`config.mk`:
```
export PLATFORM = sky130hd
export DESIGN_NAME = count_rmw_scheduler
export DESIGN_NICKNAME = d
export VERILOG_FILES = /design/src/rtl/count_rmw_scheduler.sv
export SDC_FILE = /design/constraint.sdc
export NUM_CORES = 1
export LEC_CHECK = 0
export ABC_AREA = 0
export ABC_CLOCK_PERIOD_IN_PS = 1800
export CAP_MARGIN = 15
export CORE_AREA = 2 2 95 97
export DETAILED_ROUTE_END_ITERATION = 12
export DIE_AREA = 0 0 97 99
export PLACE_DENSITY_LB_ADDON = 0.05
export SYNTH_ARGS = -nofsm -noshare
export SYNTH_HDL_FRONTEND = slang
export SYNTH_SLANG_ARGS = --single-unit
```
`constraint.sdc`:
```
create_clock -name clk -period 1.8 [get_ports clk]
set_input_delay 0.36 -clock clk [delete_from_list [all_inputs] [get_ports clk]]
set_output_delay 0.36 -clock clk [all_outputs]
set_load 0.05 [all_outputs]
```
`src/rtl/count_rmw_scheduler.sv`:
```
// Sequencer for the counting SRAM: arbitrates hit increments against host readouts
// and runs a full-array clear sweep, all over a four-phase request/done handshake.
module count_rmw_scheduler #(
  parameter int ADDR_BITS = 6,
  parameter int DATA_BITS = 12,
  parameter int MEM_SIZE  = 64
) (
  input  logic                 clk,
  input  logic                 rst,
  input  logic                 clr_start,
  output logic                 clr_busy,
  input  logic                 hit_valid,
  input  logic [ADDR_BITS-1:0] hit_addr,
  output logic                 hit_ready,
  input  logic                 rd_valid,
  input  logic [ADDR_BITS-1:0] rd_addr,
  output logic                 rd_ready,
  output logic                 rd_data_valid,
  output logic [DATA_BITS-1:0] rd_data,
  output logic                 sat_flag,
  output logic [ADDR_BITS-1:0] mem_addr,
  output logic [DATA_BITS-1:0] mem_din,
  input  logic [DATA_BITS-1:0] mem_dout,
  output logic                 mem_read,
  input  logic                 mem_read_done,
  output logic                 mem_write,
  input  logic                 mem_write_done
);

  typedef enum logic [2:0] {
    IDLE, CLR_WR, CLR_REL, RD_REQ, RD_REL, INC_WR, WR_REL, RESP
  } state_t;

  localparam logic [ADDR_BITS-1:0] LAST_ADDR = ADDR_BITS'(MEM_SIZE - 1);

  state_t               state;
  logic                 prefer_rd;
  logic                 op_inc;
  logic [ADDR_BITS-1:0] clr_cnt;
  logic [DATA_BITS-1:0] rd_buf;
  logic [DATA_BITS:0]   inc_sum;
  logic                 grant_ok;

  assign inc_sum = {1'b0, rd_buf} + (DATA_BITS+1)'(1);

  // Grants also wait for both dones low, so a reset mid-handshake cannot start a
  // new request while the SRAM is still finishing the abandoned one.
  assign grant_ok  = (state == IDLE) && !clr_start && !rst &&
                     !mem_read_done && !mem_write_done;
  assign rd_ready  = grant_ok && rd_valid  && (!hit_valid || prefer_rd);
  assign hit_ready = grant_ok && hit_valid && (!rd_valid  || !prefer_rd);

  always_ff @(posedge clk or posedge rst) begin
    if (rst) begin
      state         <= IDLE;
      prefer_rd     <= 1'b1;
      op_inc        <= 1'b0;
      clr_cnt       <= '0;
      rd_buf        <= '0;
      clr_busy      <= 1'b0;
      rd_data_valid <= 1'b0;
      rd_data       <= '0;
      sat_flag      <= 1'b0;
      mem_addr      <= '0;
      mem_din       <= '0;
      mem_read      <= 1'b0;
      mem_write     <= 1'b0;
    end else begin
      rd_data_valid <= 1'b0;
      case (state)
        IDLE: begin
          if (clr_start && !mem_read_done && !mem_write_done) begin
            clr_cnt   <= '0;
            mem_addr  <= '0;
            mem_din   <= '0;
            mem_write <= 1'b1;
            clr_busy  <= 1'b1;
            sat_flag  <= 1'b0;
            state     <= CLR_WR;
          end else if (rd_ready) begin
            mem_addr  <= rd_addr;
            mem_read  <= 1'b1;
            op_inc    <= 1'b0;
            prefer_rd <= 1'b0;
            state     <= RD_REQ;
          end else if (hit_ready) begin
            mem_addr  <= hit_addr;
            mem_read  <= 1'b1;
            op_inc    <= 1'b1;
            prefer_rd <= 1'b1;
            state     <= RD_REQ;
          end
        end
        CLR_WR: if (mem_write_done) begin
          mem_write <= 1'b0;
          state     <= CLR_REL;
        end
        CLR_REL: if (!mem_write_done) begin
          if (clr_cnt == LAST_ADDR) begin
            clr_busy <= 1'b0;
            state    <= IDLE;
          end else begin
            clr_cnt   <= clr_cnt + 1'b1;
            mem_addr  <= clr_cnt + 1'b1;
            mem_write <= 1'b1;
            state     <= CLR_WR;
          end
        end
        RD_REQ: if (mem_read_done) begin
          rd_buf   <= mem_dout;
          mem_read <= 1'b0;
          state    <= RD_REL;
        end
        RD_REL: if (!mem_read_done) begin
          if (op_inc) begin
            // Saturated counters are rewritten unchanged so every hit costs one write.
            mem_din   <= inc_sum[DATA_BITS] ? rd_buf : inc_sum[DATA_BITS-1:0];
            if (inc_sum[DATA_BITS]) sat_flag <= 1'b1;
            mem_write <= 1'b1;
            state     <= INC_WR;
          end else begin
            state <= RESP;
          end
        end
        INC_WR: if (mem_write_done) begin
          mem_write <= 1'b0;
          state     <= WR_REL;
        end
        WR_REL: if (!mem_write_done) state <= IDLE;
        RESP: begin
          rd_data       <= rd_buf;
          rd_data_valid <= 1'b1;
          state         <= IDLE;
        end
        default: state <= IDLE;
      endcase
    end
  end

endmodule

```
Word-level counts from Yosys, hierarchy flattened
Cells that the tools add are included.
{"block": "word_totals", "inputBits": 31, "output_inout_bits": 37, "regBits": 58}
{"block": "op_classes", "bitwise_logic": 1, "n_reduce_logical": 36, "eq_ne": 23, "addsub": 2, "mux": 47}
{"op": "two-way mux 12 bit", "n": 4}
{"op": "two-way mux 6 bit", "n": 6}
{"op": "two-way mux 3 bit", "n": 9}
{"op": "case mux 12 bit (2 select lines)", "n": 1}
{"op": "case mux 3 bit (8 select lines)", "n": 1}
{"op": "case mux 6 bit (2 select lines)", "n": 2}
{"op": "inequality test 2 bit (second input constant)", "n": 11}
{"op": "AND reduction 4 bit", "n": 5}
{"op": "two-way mux 1 bit", "n": 19}
{"op": "AND reduction 7 bit", "n": 2}
{"op": "adder 12 x 1 -> 13 bit (second input constant)", "n": 1}
{"op": "== test 3 bit (second input constant)", "n": 4}
{"op": "logical AND 1 bit", "n": 10}
{"op": "nonzero test 2 bit", "n": 4}
{"op": "zero test 1 bit", "n": 7}
{"op": "adder 6 x 1 -> 6 bit (second input constant)", "n": 1}
{"op": "== test 3 x 2 -> 1 bit (second input constant)", "n": 2}
{"op": "== test 6 bit (second input constant)", "n": 1}
{"op": "case mux 1 bit (2 select lines)", "n": 3}
{"op": "AND reduction 5 bit", "n": 1}
{"op": "inequality test 2 x 1 -> 1 bit (second input constant)", "n": 2}
{"op": "inequality test 4 x 3 -> 1 bit (second input constant)", "n": 1}
{"op": "case mux 1 bit (4 select lines)", "n": 1}
{"op": "nonzero test 4 bit", "n": 1}
{"op": "9 further kinds", "n": 10}

Depth between registers and ports, before layout
{"block": "depth", "ltp_word": 11, "mapped_depth": 7, "ltp_nobuf": 6}

Worst setup path after synthesis
No wires, ideal clock.
{"block": "synth_path", "path_type": "input to output", "from": "input mem_write_done", "to": "output hit_ready", "setup_slack_ns": -0.681, "stages": 4, "arrival_time_ns": 2.121, "cell_sequence": "clkbuf_2 -> nor4_4 -> and3_1 -> a21boi_0"}
{"block": "synth_between", "elab_chain_len": 4}
{"element": "from (decl)", "line": "27", "source": "input logic mem_write_done"}
{"element": "zero test 1 bit"}
{"element": "logical AND 1 bit", "line": "49", "source": "!mem_read_done && !mem_write_done;"}
{"element": "logical AND 1 bit (2 in series)", "line": "51", "source": "assign hit_ready = grant_ok && hit_valid && (!rd_valid || !prefer_rd);"}
{"element": "to (decl)", "line": "14", "source": "output logic hit_ready,"}
Every way passes these cells.

Worst setup path after layout
{"block": "layout_path", "from": "register state[2]", "to": "output hit_ready"}
{"block": "layout_between", "elab_chain_len": 7}
{"element": "from (decl)", "line": "36", "source": "state_t state;"}
{"element": "from (signal assigned)", "line": "55", "source": "state <= IDLE;"}
{"element": "from (signal assigned)", "line": "79", "source": "state <= CLR_WR;"}
{"element": "from (signal assigned)", "line": "85", "source": "state <= RD_REQ;"}
{"element": "zero test 3 bit", "line": "48", "source": "assign grant_ok = (state == IDLE) && !clr_start && !rst &&"}
{"element": "logical AND 1 bit (3 in series)", "line": "48"}
{"element": "logical AND 1 bit", "line": "49"}
{"element": "logical AND 1 bit (2 in series)", "line": "51"}
Every way passes these cells.

==> flow_summary_export.csv <==
group,metric,value,unit
sta,finalSetupViolations,9,
global_routing,gr-total-overflow,0,
detailed_routing,wl_per_cell,14.4,um
synth,syn_nets,334,
sta,finalWorstSetupSlack,-0.113,ns
sta,finalMaxSlewViolations,0,
synth,yosysMostFrequentCell,"dfrtp_1",
cts,cts.sinks,58,
global_routing,grt_max_degree,59,
cts,htreeDepth,3,
synth,synth_edf_count,0,
detailed_routing,wirelength,7.86,mm
setup_path,reg2regPathDepth,7,
setup_path,critical_path_class,"flip-flop to output port",
cts,clock_latency,0.33,ns
layout,final_cell_area,0.00448,mm2
run,drv_cap,0,
sta,slew_headroom,77.4,%
layout,drive_gt1_share,41.1,%
floorplanning,core,0.00855,mm2
synth,synth.largest_area_cell,"dfrtp_1",
setup_path,crit_required,1.44,ns
global_routing,grt_pass1_vias,2660,
cts,clkSlewWorstSetupHoldPaths,0.08,ns
setup_path,start_kind,"flip-flop",
floorplanning,dieHeight,99,um
sta,layout_min_cycle_time,1.91,ns
detailed_routing,num_vias,2663,
sta,period_share,106,%
synth,ys_types,52,
setup_path,r2r_setup_slack,-0.04,ns
power_and_ir_drop,peakVddDrop,955,uV
layout,n_fill_cell,811,
sta,rsz0062_at_grt,"true",
power_and_ir_drop,p_per_area,1590,mW/mm2
floorplanning,placementRows,34,
detailed_routing,ant_nets,0,
outcome,outcome,"finished with violations",
setup_path,crit_arrival,1.55,ns
floorplanning,dieWidth,97,um
synth,avgSynthCellArea,9.74,um2
synth,yosysWarnings,0,
cts,cts_tree,"done",
synth,netlist_area,0.00293,mm2
detailed_routing,remaining_drc_errors,0,
setup_path,timing.rr.end,"mem_addr[1]$_DFFE_PP0P_",
placement,postPlaceCellArea,0.00405,mm2
synth,synth_area_leaders,"dfrtp_1 49%, mux2_2 7.3%, nand2_1 7.2%",
power_and_ir_drop,p_leak,2.09,nW
synth,synth_common_cells,"57 x dfrtp_1, 56 x nand2_1, 26 x nor2_1",
synth,yosysSeqAreaShare,49.5,%
sta,fmax,0.523,GHz
cts,cts_made_buffers,9,
detailed_routing,drt-vias-per-instance,4.88,
global_routing,antenna_found_initial,0,
sta,timing_hold_violations_final,0,
synth,synthFlopType,"dfrtp_1",
cts,cts_root_buf,"clkbuf_8",
floorplanning,initial_utilization,34.3,%
global_routing,grtUsageTotal,17.0,%
synth,ys_async_sr_fraction,100,%
cts,cts_max_path_buffers,2,
floorplanning,die-area,0.00960,mm2
outcome,violations,"negative setup slack",
sta,fin_setup_tns,-0.288,ns
layout,syn_to_final_growth,52.6,%
global_routing,grt_pass1_wl,13.1,mm
synth,yosys_register_bits,58,
setup_path,cp_max_fo,3,
sta,worst_pin_slew,0.339,ns
placement,gp_congestion,0.785,
synth,yosys.area.top_type_share,48.6,%
floorplanning,io_pins,68,
min_path,worst_hold_path_type,"primary input to asynchronous set/reset pin",
placement,port_buffers,67,
placement,place_hpwl,5.48,mm
layout,antennaDiodeCount,0,
setup_path,end_kind,"output port",
synth,postSynthCellCount,301,
layout,nNetsFinal,466,
sta,fin_worst_skew,0.0101,ns
setup_path,rr_startpoint,"clr_cnt[0]$_DFFE_PP0P_",
detailed_routing,drt_iter0_markers,85,
detailed_routing,first_pass_iters,4,
## timing repair
item                                    4_1_cts  5_1_grt
pin swaps                                     8        8
gates resized for setup                      21       36
endpoints found under the setup margin       24       25
gates cloned                                  0        1
buffers inserted                              9        4
hold buffers                                  0        0
## final cells by class
class / count / area (um2) / area share, %
tap: 108 / 135 / 3.02
multi-input combinational: 221 / 1530 / 34.2
sequential: 58 / 1450 / 32.5
clock inverter: 6 / 41.3 / 0.923
timing repair buffer: 136 / 1150 / 25.6
inverter: 7 / 28.8 / 0.643
clock buffer: 10 / 138 / 3.08
## report_power, final
| group | internal, mW | switching (mW) |
|---|---|---|
| Sequential | 1.77 | 0.344 |
| Combinational | 1.59 | 2.30 |
| Clock | 0.536 | 0.570 |
## worst max path at each step
| stage | start | end | cells past startpoint |
|---|---|---|---|
| after global placement | clr_start | hit_ready | 6 |
| after detailed placement | clr_start | hit_ready | 6 |
| after floorplan | rst | clr_busy$_DFFE_PP0P_ | 1 |
| final | state[2]$_DFFE_PP0P_ | hit_ready | 4 |
| after CTS | state[2]$_DFFE_PP0P_ | hit_ready | 4 |
| after global routing | state[2]$_DFFE_PP0P_ | hit_ready | 4 |
## layer usage
| metal | wire length (um) | global-route usage [%] | vias up |
|---|---|---|---|
| met4 | 107 | 6.72 | 0 |
| met1 | 3940 | 24.1 | 1283 |
| met2 | 3490 | 25.5 | 50 |
| met3 | 321 | 3.55 | 10 |
| li1 | - | - | 1320 |
| met5 | 0 | 0 | - |
## worst max-delay path, stage by stage, from the launching register on
cell	delay [ns]
dfrtp_1	0.41
nor3_4	0.26
and3_4	0.23
a21boi_4	0.19
buf_12	0.15
## per-stage QoR
stage	setup WS (ns)	hold WS, ns	std cells	power, mW	utilization [%]
global route	-0.165	0.127	546	7.58	52.3
CTS	-0.133	0.238	541	6.85	50.7
detailed placement	-0.470	0.470	517	5.59	47.4
floorplan	0.0113	0.444	301	4.29	-
finish	-0.113	0.0977	546	7.11	52.3
global placement	-0.432	0.466	517	5.57	47.4
## registers in the layout, indices dropped and copies added (netlist names)
signal         flops
mem_din           12
rd_buf            12
rd_data           12
clr_cnt            6
mem_addr           6
state              3
clr_busy           1
mem_read           1
mem_write          1
op_inc             1
prefer_rd          1
rd_data_valid      1
sat_flag           1
## logic make-up (layout without fill, tap and decap cells)
group / Yosys count / after routing / synth area share [%]
xor+xnor: 9 / 9 / 2.69
fa+ha+maj: 2 / 2 / 0.853
compound gates: 65 / 65 / 15.0
simple gates: 124 / 124 / 20.4
buf+inv: 22 / 159 / 3.54
flops: 58 / 58 / 49.5
mux: 21 / 21 / 7.98
## cell usage in the layout, fill, tap and decap left out, types with 3 or more instances in the layout
cell type / synthesis / routed
a21o_1: 3 / 3
a21oi_1: 12 / 6
a21oi_2: 0 / 5
a31oi_1: 3 / 3
buf_12: 0 / 3
buf_4: 1 / 96
buf_6: 1 / 7
clkbuf_8: 0 / 10
clkdlybuf4s50_1: 0 / 25
clkinvlp_4: 0 / 3
dfrtp_1: 57 / 57
inv_1: 7 / 4
mux2_2: 19 / 19
nand2_1: 56 / 56
nand2b_1: 3 / 3
nand3_1: 8 / 8
nor2_1: 26 / 19
nor2_4: 0 / 5
nor2b_1: 4 / 4
nor3_1: 7 / 7
o21ai_0: 21 / 17
o21ai_1: 2 / 6
o31ai_1: 5 / 4
xnor2_1: 5 / 5
xor2_1: 4 / 4
Note: power is estimated with default switching activity, not from simulation.
